`src/rtl/mem_stage_ctrl.sv`:
```
// Memory-stage controller: runs one lw/sw at a time on a req/ack bus,
// stalls the pipeline while it waits and qualifies RegWrite into MEM/WB.
module mem_stage_ctrl #(
    parameter int DATA_WIDTH = 32,
    parameter int TIMEOUT    = 16
) (
    input  logic                  clk,
    input  logic                  rst,
    input  logic                  RegWriteM,
    input  logic                  MemtoRegM,
    input  logic                  MemWriteM,
    input  logic [DATA_WIDTH-1:0] alu_resultM,
    input  logic [DATA_WIDTH-1:0] write_dataM,
    input  logic [DATA_WIDTH-1:0] mem_rdata,
    input  logic                  mem_ack,
    output logic                  mem_req,
    output logic                  mem_we,
    output logic [DATA_WIDTH-1:0] mem_addr,
    output logic [DATA_WIDTH-1:0] mem_wdata,
    output logic [DATA_WIDTH-1:0] read_dataM,
    output logic                  RegWriteM_q,
    output logic                  stallM,
    output logic                  misalign_err,
    output logic                  bus_err
);

    localparam int CW = (TIMEOUT > 2) ? $clog2(TIMEOUT) : 1;
    localparam logic [CW-1:0] CNT_MAX = CW'(TIMEOUT - 1);

    localparam logic [1:0] IDLE = 2'd0;
    localparam logic [1:0] WAIT = 2'd1;
    localparam logic [1:0] DONE = 2'd2;

    logic [1:0]    state;
    logic [CW-1:0] cnt;
    logic          err;

    logic access;
    logic aligned;
    logic start;

    always_comb begin
        access  = MemtoRegM | MemWriteM;
        aligned = (alu_resultM[1:0] == 2'b00);
        start   = (state == IDLE) & access & aligned;
    end

    // Stall cycles present a bubble to MEM/WB; the write is released in DONE.
    always_comb begin
        stallM       = 1'b0;
        misalign_err = 1'b0;
        RegWriteM_q  = 1'b0;
        case (state)
            IDLE: begin
                if (access) begin
                    stallM       = aligned;
                    misalign_err = ~aligned;
                end else begin
                    RegWriteM_q = RegWriteM;
                end
            end
            WAIT: begin
                stallM = 1'b1;
            end
            DONE: begin
                RegWriteM_q = RegWriteM & ~err;
            end
            default: begin
                stallM = 1'b0;
            end
        endcase
    end

    always_ff @(posedge clk) begin
        if (rst) begin
            state      <= IDLE;
            cnt        <= '0;
            err        <= 1'b0;
            mem_req    <= 1'b0;
            mem_we     <= 1'b0;
            mem_addr   <= '0;
            mem_wdata  <= '0;
            read_dataM <= '0;
            bus_err    <= 1'b0;
        end else begin
            bus_err <= 1'b0;
            case (state)
                IDLE: begin
                    if (start) begin
                        mem_req   <= 1'b1;
                        mem_we    <= MemWriteM;
                        mem_addr  <= alu_resultM;
                        mem_wdata <= write_dataM;
                        cnt       <= '0;
                        state     <= WAIT;
                    end
                end
                WAIT: begin
                    if (mem_ack) begin
                        if (!mem_we) begin
                            read_dataM <= mem_rdata;
                        end
                        mem_req <= 1'b0;
                        cnt     <= '0;
                        state   <= DONE;
                    end else if (cnt == CNT_MAX) begin
                        mem_req    <= 1'b0;
                        bus_err    <= 1'b1;
                        read_dataM <= '0;
                        err        <= 1'b1;
                        cnt        <= '0;
                        state      <= DONE;
                    end else begin
                        cnt <= cnt + 1'b1;
                    end
                end
                DONE: begin
                    err   <= 1'b0;
                    state <= IDLE;
                end
                default: begin
                    state <= IDLE;
                end
            endcase
        end
    end

endmodule

```
`config.mk`:
```
export PLATFORM = sky130hd
export DESIGN_NAME = mem_stage_ctrl
export DESIGN_NICKNAME = d
export VERILOG_FILES = /design/src/rtl/mem_stage_ctrl.sv
export SDC_FILE = /design/constraint.sdc
export NUM_CORES = 1
export LEC_CHECK = 0
export CORE_MARGIN = 2
export CORE_UTILIZATION = 42
export CTS_CLUSTER_DIAMETER = 60
export DETAILED_ROUTE_END_ITERATION = 10
export PLACE_DENSITY = 0.87
export SLEW_MARGIN = 5
export SYNTH_ARGS = -nofsm -noshare
export SYNTH_HDL_FRONTEND = slang
export SYNTH_SLANG_ARGS = --single-unit
export TNS_END_PERCENT = 30
```
`constraint.sdc`:
```
create_clock -name clk -period 4 [get_ports clk]
set_input_delay 0.4 -clock clk [delete_from_list [all_inputs] [get_ports clk]]
set_output_delay 0.4 -clock clk [all_outputs]
set_load 0.02 [all_outputs]
```
==> impl_metrics.toml <==
[cells_and_area]
syn2layout_area_growth_pct = 57.0
utilization = 0.685
fillers = 712
diodes = 0
nets = 753
drive_above_1_share = 0.0351
post-route-cell-area_um2 = 6030

[timing]
finClkSkew_ns = 0.0154
worst_pin_slew_ns = 1.28
layout_setup_ws_ns = 1.40
fmax_mhz = 384
finalSetupViolCount = 0
final_max_slew_viol_count = 0
fin_crit_sh = 0.651
slew_headroom = 0.146
fin_tns_setup_ns = 0
timing_hold_violations_final = 0
min_period_ns = 2.60
rsz0062_at_grt = "no"

[synth]
yosys_warnings = 0
ys_ff_latch = 106
synthDistinctLibCells = 29
yosysSeqAreaShare = 0.552
synth.net_count = 575
syn_area_um2 = 3840
syn_avg_cell_area_um2 = 8.14
syn_inst = 472
yosysTopAreaCell = "dfxtp_1"
synth.top_cell.area_share = 0.552
synthTopCellsByArea = "dfxtp_1 55%, nand2_1 16%, a21oi_1 13%, nand3_1 4.3%, buf_6 2.1%"

[worst_hold_path]
hold_class = "register to register"
holdPathEnd = "mem_wdata[2]$_SDFFE_PP0P_"
hp-start = "mem_wdata[2]$_SDFFE_PP0P_"
min_path_cells = 2

[setup_path]
cpPeakStageDelay_ns = 0.65
r2r_end = "read_dataM[4]$_SDFFE_PP0P_"
crit_required_ns = 3.60
critPathKind = "primary input to primary output"
cp-end-kind = "primary output"
r2r_slack_ns = 1.69
ff2ff_path_depth = 4
critPathLaunchType = "primary input"
path_delay_family = "buffers and inverters"
slowest_stage = "clkdlybuf4s50_1"
r2r_start = "state[0]$_SDFFE_PP0P_"
cp_num_buf_inv = 2
path_common_cell = "clkdlybuf4s50_1"
arrival_ns = 2.20
crit_chain = "clkdlybuf4s50_1, nor2_1, a21oi_1, nor3b_1, clkdlybuf4s50_1"
critPathMaxFanout = 5

[clock_tree]
post_cts_resized = 0
cts_root_buf = "clkbuf_8"
clockBufferDepth = 2
cts_tree = "done"
cts_setup_buffers = 0
cts.reportedPaths.clkPinSlew_ns = 0.09
cts_sinks = 106
numCtsBuffers = 9
clock_latency_ns = 0.36
htree_levels = 3
postCtsHoldBufs = 0

[run]
maxCapViolCount = 0

[route]
first_iter_violations = 175
wirelength_um = 11100
dr.pass1.iters = 4
antenna_left = 0
num_vias = 3873
vias_per_cell = 5.08
drc_errors = 0
wl_per_cell_um = 14.6

[die]
die_y_um = 99.7
die_w_um = 99.7
dieArea_um2 = 9930
initial_core_util = 0.436
pin_count = 204
fp.coreArea_um2 = 8810
row_count = 34

[place]
place_ws_ns = 1.23
routabilityCongestion = 0.776
dpl.hpwl_um = 7800
place_area_um2 = 5820
io_buffer_count = 203

[outcome]
status = "finished, final reports clean"

[power_and_ir_drop]
peakVddDrop_uv = 206
cellPowerDensity_nw_per_um2 = 352
p_leak_nw = 2.08

[global_route]
grtUsageTotal = 0.214
antenna_found_initial = 0
grt_pass1_vias = 3738
grt_pass1_wl_um = 17300
grt_max_degree = 108
grt_overflow = 0
-- where the power goes --
part	switching, mW	total, mW	internal [mW]
sequential	0.0196	1.11	1.09
combinational	0.152	0.329	0.177
clock	0.370	0.683	0.314
total	0.541	2.12	1.58
-- synth_stat cells, drive strengths merged --
| master | instances |
|---|---|
| nand2 | 160 |
| nand2b | 3 |
| o21ai | 6 |
| or2 | 1 |
| a21oi | 101 |
| and3b | 1 |
| o21bai | 1 |
| inv | 1 |
| nor4b | 1 |
| dfxtp | 106 |
| nor2 | 7 |
| nand3 | 33 |
| or4 | 1 |
| or3 | 1 |
| and2 | 1 |
| ha | 1 |
| and3 | 1 |
| nor2b | 1 |
| nor4 | 1 |
| nor3b | 4 |
| o21ba | 1 |
| clkbuf | 20 |
| nand3b | 1 |
| buf | 17 |
| a311oi | 1 |
-- state kept, by name, indices dropped and copies added (netlist names) --
signal,count
mem_wdata,32
bus_err,1
mem_req,1
mem_we,1
mem_addr,32
state,2
err,1
read_dataM,32
cnt,4
-- worst max-delay path by stage --
stage / end / start / depth (start not counted)
floorplan: misalign_err / alu_resultM[0] / 2
global placement: mem_we$_SDFFE_PP0P_ / alu_resultM[1] / 5
detailed placement: mem_addr[13]$_SDFFE_PP0P_ / alu_resultM[1] / 5
CTS: stallM / alu_resultM[1] / 5
global route: RegWriteM_q / MemWriteM / 5
finish: RegWriteM_q / MemWriteM / 5
-- cell families (layout without fill, tap and decap cells) --
| kind of cell | Yosys count | after routing | synth area share |
|---|---|---|---|
| and+or+nand+nor | 217 | 217 | 0.240 |
| AOI/OAI and AO/OA | 110 | 110 | 0.147 |
| adders and majority gates | 1 | 1 | 0.00326 |
| buffers and inverters | 38 | 221 | 0.0573 |
| DFF | 106 | 106 | 0.552 |
-- layout make-up --
cell class,instances,area [um2],share of cell area
tap,108,135,0.0224
clock buffer,10,138,0.0228
multi-input combinational,328,1510,0.250
clock inverter,6,73.8,0.0122
sequential,106,2120,0.352
inverter,1,3.75,0.000622
timing repair buffer,204,2050,0.340
-- worst register-to-register path, cell delays in order, from the launching register on --
cell and delay [ns]:
dfxtp_1 0.50, nor2b_1 0.24, nand3b_1 0.89, nand3_1 0.41
a21oi_1 0.10
-- layout by cell type, fill, tap and decap left out, drive strengths merged, types with 2 or more instances in the layout --
cell             n
buf              2
clkbuf          10
clkinv           4
dfxtp          106
inv              2
nand2b           3
nor2             7
nor3b            4
nand2          160
clkdlybuf4s50  202
nand3           33
o21ai            6
a21oi          101
-- per-layer routing --
metal / vias to the layer above / part of all wire / global-route usage
li1: 1903 / - / -
met1: 1784 / 0.41 / 0.253
met2: 163 / 0.48 / 0.369
met3: 23 / 0.080 / 0.0696
met4: 0 / 0.023 / 0.0706
met5: - / 0 / 0
-- stage by stage --
step	hold WS [ns]	std cells	total power, mW
after global routing	0.480	763	2.21
after CTS	0.459	763	2.15
after floorplan	0.455	472	1.27
final	0.457	763	2.12
after global placement	0.441	747	1.46
after detailed placement	0.446	747	1.46
(Power assumes the default switching activity.)
